`config.mk`:
```
export PLATFORM = sky130hd
export DESIGN_NAME = intpol2_d4_ctrl_fsm
export DESIGN_NICKNAME = d
export VERILOG_FILES = /design/src/rtl/intpol2_d4_ctrl_fsm.sv
export SDC_FILE = /design/constraint.sdc
export NUM_CORES = 1
export LEC_CHECK = 0
export CORE_UTILIZATION = 50
export CTS_BUF_LIST = sky130_fd_sc_hd__clkbuf_4
export CTS_CLUSTER_DIAMETER = 150
export DETAILED_ROUTE_END_ITERATION = 10
export HOLD_SLACK_MARGIN = 0.12
export PLACE_DENSITY = 0.84
export SYNTH_ARGS = -nofsm -noshare
export SYNTH_HDL_FRONTEND = slang
export SYNTH_SLANG_ARGS = --single-unit
```
`constraint.sdc`:
```
create_clock -name clk -period 2.1 [get_ports clk]
set_input_delay 0.525 -clock clk [delete_from_list [all_inputs] [get_ports clk]]
set_output_delay 0.525 -clock clk [all_outputs]
set_load 0.1 [all_outputs]
```
`src/rtl/intpol2_d4_ctrl_fsm.sv`:
```
// ============================================================================
// intpol2_d4_ctrl_fsm
// ----------------------------------------------------------------------------
// Sequencing controller for the IntPol2 D4 interpolator datapath.
//
// A run starts from IDLE on start. The controller first loads the three
// coefficients M0..M2 (LDM). It then repeats the following loop for each input
// sample:
//   - wait for the input FIFO to hold data (WAIT),
//   - pop one sample (RD),
//   - for each of the STEPS interpolation steps:
//       launch the datapath step (CALC),
//       wait for the datapath pipeline (LAT),
//       push the result to the output FIFO once it has room (WR).
// The run ends with a one-cycle done pulse (DONE) after the write that the
// next-state logic flags as the final output (comp_cnt).
//
// Parameters
//   CONFIG_WIDTH : width of the run-length configuration path. It is
//                  informational only and must match the datapath.
//   PIPE_LAT     : cycles from en_sum to a valid datapath result (1..15).
//   STEPS        : interpolation steps per input sample (2 or 4).
//
// Ports
//   clk          in   clock, rising edge
//   rstn         in   asynchronous active-low reset
//   clear        in   synchronous abort; returns to IDLE with all outputs low
//   start        in   begin a run; only sampled in IDLE
//   Empty        in   input FIFO empty
//   Afull        in   output FIFO almost full
//   comp_addr    in   coefficient load complete (from next-state logic)
//   comp_cnt     in   output count reached ilen-1 (from next-state logic)
//   busy         out  high in every state except IDLE (registered)
//   en_M_addr    out  advance coefficient address (LDM and load not complete)
//   Read_Enable  out  pop input FIFO (registered, RD only)
//   en_sum       out  launch datapath step (registered, CALC only)
//   Write_Enable out  push output FIFO (WR and output FIFO not almost full)
//   done         out  end-of-run pulse (registered, DONE only)
//   state        out  current state encoding, for debug
//   step         out  step index within the current sample
// ============================================================================
module intpol2_d4_ctrl_fsm #(
    parameter int CONFIG_WIDTH = 32,
    parameter int PIPE_LAT     = 2,
    parameter int STEPS        = 4
) (
    input  logic       clk,
    input  logic       rstn,
    input  logic       clear,
    input  logic       start,
    input  logic       Empty,
    input  logic       Afull,
    input  logic       comp_addr,
    input  logic       comp_cnt,
    output logic       busy,
    output logic       en_M_addr,
    output logic       Read_Enable,
    output logic       en_sum,
    output logic       Write_Enable,
    output logic       done,
    output logic [2:0] state,
    output logic [1:0] step
);

    // ------------------------------------------------------------------------
    // Parameter legality, checked at elaboration time
    // ------------------------------------------------------------------------
    generate
        if ((PIPE_LAT < 32'sd1) || (PIPE_LAT > 32'sd15)) begin : g_bad_pipe_lat
            $error("intpol2_d4_ctrl_fsm: PIPE_LAT must be in 1..15");
        end
        if ((STEPS != 32'sd2) && (STEPS != 32'sd4)) begin : g_bad_steps
            $error("intpol2_d4_ctrl_fsm: STEPS must be 2 or 4");
        end
        if (CONFIG_WIDTH < 32'sd1) begin : g_bad_config_width
            $error("intpol2_d4_ctrl_fsm: CONFIG_WIDTH must be positive");
        end
    endgenerate

    // ------------------------------------------------------------------------
    // State encoding (fixed values, the debug port exposes them)
    // ------------------------------------------------------------------------
    typedef enum logic [2:0] {
        S_IDLE = 3'd0,
        S_LDM  = 3'd1,
        S_WAIT = 3'd2,
        S_RD   = 3'd3,
        S_CALC = 3'd4,
        S_LAT  = 3'd5,
        S_WR   = 3'd6,
        S_DONE = 3'd7
    } state_t;

    // Index of the last step within one sample.
    localparam logic [1:0] LAST_STEP = 2'(STEPS - 1);
    // LAT is entered with PIPE_LAT-1 and leaves when the counter reads zero,
    // so the first WR cycle lands PIPE_LAT+1 cycles after the en_sum cycle.
    localparam logic [3:0] LAT_LOAD  = 4'(PIPE_LAT - 1);

    state_t     r_state;
    logic [3:0] r_lat_cnt;
    logic [1:0] r_step;
    logic       r_busy;
    logic       r_read_enable;
    logic       r_en_sum;
    logic       r_done;

    logic       w_write;
    logic       w_m_addr;

    // ------------------------------------------------------------------------
    // Input-dependent strobes. clear masks both so that an abort in the same
    // cycle never lets a write or an address advance slip through.
    // ------------------------------------------------------------------------
    assign w_write  = (r_state == S_WR)  && !Afull     && !clear;
    assign w_m_addr = (r_state == S_LDM) && !comp_addr && !clear;

    // Controller state, step/latency counters and state-decoded outputs.
    // The decoded outputs are registered from the next state, so each one
    // mirrors the state register exactly and is glitch-free.
    always_ff @(posedge clk or negedge rstn) begin
        if (!rstn) begin
            r_state       <= S_IDLE;
            r_lat_cnt     <= 4'd0;
            r_step        <= 2'd0;
            r_busy        <= 1'b0;
            r_read_enable <= 1'b0;
            r_en_sum      <= 1'b0;
            r_done        <= 1'b0;
        end else if (clear) begin
            r_state       <= S_IDLE;
            r_lat_cnt     <= 4'd0;
            r_step        <= 2'd0;
            r_busy        <= 1'b0;
            r_read_enable <= 1'b0;
            r_en_sum      <= 1'b0;
            r_done        <= 1'b0;
        end else begin
            // Pulse outputs drop unless the branch below enters their state.
            r_read_enable <= 1'b0;
            r_en_sum      <= 1'b0;
            r_done        <= 1'b0;
            r_busy        <= 1'b1;

            case (r_state)
                S_IDLE: begin
                    if (start) begin
                        r_state <= S_LDM;
                    end else begin
                        r_state <= S_IDLE;
                        r_busy  <= 1'b0;
                    end
                end

                S_LDM: begin
                    if (comp_addr) begin
                        r_state <= S_WAIT;
                    end else begin
                        r_state <= S_LDM;
                    end
                end

                S_WAIT: begin
                    if (!Empty) begin
                        r_state       <= S_RD;
                        r_read_enable <= 1'b1;
                    end else begin
                        r_state <= S_WAIT;
                    end
                end

                S_RD: begin
                    r_state  <= S_CALC;
                    r_en_sum <= 1'b1;
                end

                S_CALC: begin
                    r_state   <= S_LAT;
                    r_lat_cnt <= LAT_LOAD;
                end

                S_LAT: begin
                    if (r_lat_cnt == 4'd0) begin
                        r_state <= S_WR;
                    end else begin
                        r_state   <= S_LAT;
                        r_lat_cnt <= r_lat_cnt - 4'd1;
                    end
                end

                S_WR: begin
                    if (Afull) begin
                        // Output FIFO has no room: hold without writing.
                        r_state <= S_WR;
                    end else if (comp_cnt) begin
                        // Final output of the run, even mid-sample.
                        r_state <= S_DONE;
                        r_step  <= 2'd0;
                        r_done  <= 1'b1;
                    end else if (r_step == LAST_STEP) begin
                        r_state <= S_WAIT;
                        r_step  <= 2'd0;
                    end else begin
                        r_state  <= S_CALC;
                        r_step   <= r_step + 2'd1;
                        r_en_sum <= 1'b1;
                    end
                end

                S_DONE: begin
                    r_state <= S_IDLE;
                    r_busy  <= 1'b0;
                end

                default: begin
                    r_state   <= S_IDLE;
                    r_lat_cnt <= 4'd0;
                    r_step    <= 2'd0;
                    r_busy    <= 1'b0;
                end
            endcase
        end
    end

    // ------------------------------------------------------------------------
    // Output mapping
    // ------------------------------------------------------------------------
    assign busy         = r_busy;
    assign en_M_addr    = w_m_addr;
    assign Read_Enable  = r_read_enable;
    assign en_sum       = r_en_sum;
    assign Write_Enable = w_write;
    assign done         = r_done;
    assign state        = r_state;
    assign step         = r_step;

endmodule

```
==> reports/metrics.cfg <==
[yosys]
synth-compound-area-share_pct = 19.3
post_synth.cell_area_avg_sq_um = 9.84
synth-xor-area-share_pct = 0
yosys.area_share.simple_pct = 28.5
async_reset_ff_share_pct = 100
yosysSeqAreaShare_pct = 41.9
synthAdderAreaFrac_pct = 4.83
dominantRegCellSynth = dfrtp_1
ys_seq_elements = 13
synth_edf_count = 0
synth.distinct_cells = 40
synthesis.yosys.warnings = 0
muxShareOfSynthArea_pct = 1.29
syn_nets = 90
synth_top_family_by_area = simple AND/OR/NAND/NOR gates
synth_cells = 79
synth_area_sq_um = 777

[clock_network]
path_clk_slew_ps = 80
cts.htree.levels = 1
clkSinkCount = 13
root_buffer = clkbuf_4
tritoncts = yes
cts_buffers = 3
worstSkewPairLatency_ps = 280
clockBufferDepth = 2

[worst_setup_path]
max_stage_delay_ps = 510
path_cells = clkdlybuf4s50_1 > buf_4 > nor2_4 > buf_12
crit_cells = 4
startpoint_type = input port
endpoint_kind = output pin
path_class = input port to output pin
cp_num_buf_inv = 3
path_max_fanout = 4
rr_worst_depth = 5
cp_slowest_cell = clkdlybuf4s50_1
crit_family = buffers and inverters
cp.arrival_ps = 1490
crit_required_ps = 1570

[drt]
dr.pass1.iters = 4
routed_wl_um = 1900
wl_per_cell_um = 15.8
drtAntennaViolNets = 0
initialDrtViolationCount = 17
drc = 0
num_vias = 726
routed_via_density = 6.05

[die]
die_width_um = 41.4
core_area_sq_um = 1370
dieArea_sq_um = 1720
die_y_um = 41.4
io-pin-count = 19
floorplan.rows = 13
start_util_pct = 56.9

[place]
place_inst = 115
io_buffers = 18
hpwl_um = 1380
place_area_sq_um = 1060
place.gp.congestion = 0.814

[finish]
design_area_sq_um = 1100
fin_util_pct = 80.7
area_growth_pct = 41.9
fin_nets = 117
antenna_cells = 0
num-fill-cells = 97
drive_gt1_share_pct = 30.5
stdcell_count = 120

[sta]
finalHoldViolCount = 0
grt_setup_unrepaired = no
relSlewSlack_pct = 60.5
whs_ps = 571
setup_violations = 0
worst_clock_skew_ps = 2.57
fmax_mhz = 495
drv_slew = 0
max_slew.worst_pin.slew_ps = 590
period_minus_slack_ps = 2020
fin_crit_sh_pct = 96.1

[global_route]
track_usage_pct = 25.2
grt_max_degree = 16
grt_overflow_total = 0
grt_pass1_vias = 669
antenna_found_initial = 0
grt_first_pass_wirelength_um = 3290

[hold_path]
min_path_type = flip-flop to flip-flop
whs_path_depth = 2

[pwr]
leakagePower_nw = 0.491
finalPower_w = 0.000618
power_density_nw_per_um2 = 561
ir_drop_uv = 492

[status]
status = finished clean

[job]
max-cap-violations = 0

## power by group
group | switching, W | internal (W)
logic | 0.000105 | 0.0000653
clock network | 0.0000875 | 0.0000867
registers | 0.0000154 | 0.000258
## stage by stage
step                setup slack [ps]  TNS, ps
floorplan                      -71.2    -71.2
global placement               -13.6    -13.6
detailed placement             -32.8    -32.8
CTS                             5.14        0
global route                    50.2        0
finish                          81.5        0
## cell usage after synthesis, drive strengths merged (2+ instances only)
cell	n	area share, %
a21oi	3	2.4
a311oi	2	2.3
a32o	2	2.6
buf	2	1.3
clkbuf	2	0.97
dfrtp	13	42
ha	3	4.8
inv	4	1.9
nand2	5	2.4
nand2b	4	3.2
nand3b	2	1.9
nor2	5	2.4
nor2b	4	3.2
nor3	2	1.3
nor3b	2	2.6
o21ai	2	1.3
o31ai	2	1.9
## per-layer routing
layer / vias to the layer above / track usage [%] / routed length, um
met5: - / 0 / 0
met4: 0 / 11.0 / 25
met3: 5 / 5.65 / 87
met2: 29 / 39.7 / 915
met1: 347 / 33.1 / 872
li1: 345 / - / -
## worst reg2reg max path: stages (launching register included)
cell and delay [ps]:
dfrtp_1 430, inv_1 130, ha_1 170, nor3b_2 370, or3b_1 390, a211oi_1 200
## layout by cell type (no fill, tap or decap), types with 2 or more instances in the layout
| cell | n |
|---|---|
| inv_1 | 4 |
| nor2b_1 | 3 |
| nor3_1 | 2 |
| ha_1 | 3 |
| dfrtp_2 | 3 |
| nand2_1 | 5 |
| a21oi_1 | 2 |
| a311oi_1 | 2 |
| o31ai_1 | 2 |
| clkbuf_4 | 4 |
| buf_4 | 14 |
| a32o_1 | 2 |
| clkdlybuf4s50_1 | 6 |
| nand2b_1 | 4 |
| nor2_1 | 4 |
| buf_12 | 5 |
| nand3b_1 | 2 |
| dfrtp_1 | 10 |
## final timing paths
kind                         startpoint          end  slack, ps
max in group asynchronous          rstn     state[2]       1070
setup / recovery                  clear    en_M_addr         80
hold / removal                  step[1]      step[1]        570
min in group asynchronous          rstn  Read_Enable        610
hold reg to reg                 step[1]      step[1]        570
setup reg to reg           r_lat_cnt[0]     state[1]        330
## flip-flops by register name, indices dropped and copies added, names as in the netlist
| register | cells |
|---|---|
| en_sum | 1 |
| done | 1 |
| r_lat_cnt | 4 |
| busy | 1 |
| step | 2 |
| Read_Enable | 1 |
| state | 3 |
## repair_timing
item	4_1_cts	5_1_grt
hold buffers	0	0
buffers inserted	0	1
pin swaps	0	1
setup endpoints to repair	1	2
gates resized for setup	1	2
## cell type report
cell class                 count  area [sq um]  area share (%)
sequential                    13           329            29.9
tap                           15          18.8            1.70
multi-input combinational     58           432            39.2
clock buffer                   4          30.0            2.72
inverter                       4          15.0            1.36
timing repair buffer          26           278            25.2
## cell families (layout without fill, tap and decap cells)
kind of cell             count (synthesis)  count (layout)
AND/OR/NAND/NOR                         35              35
flip-flops                              13              13
adder cells (fa/ha/maj)                  3               3
AO/OA/AOI/OAI                           19              19
multiplexers                             1               1
buffers and inverters                    8              34
Power figures use the tool's default switching activity.
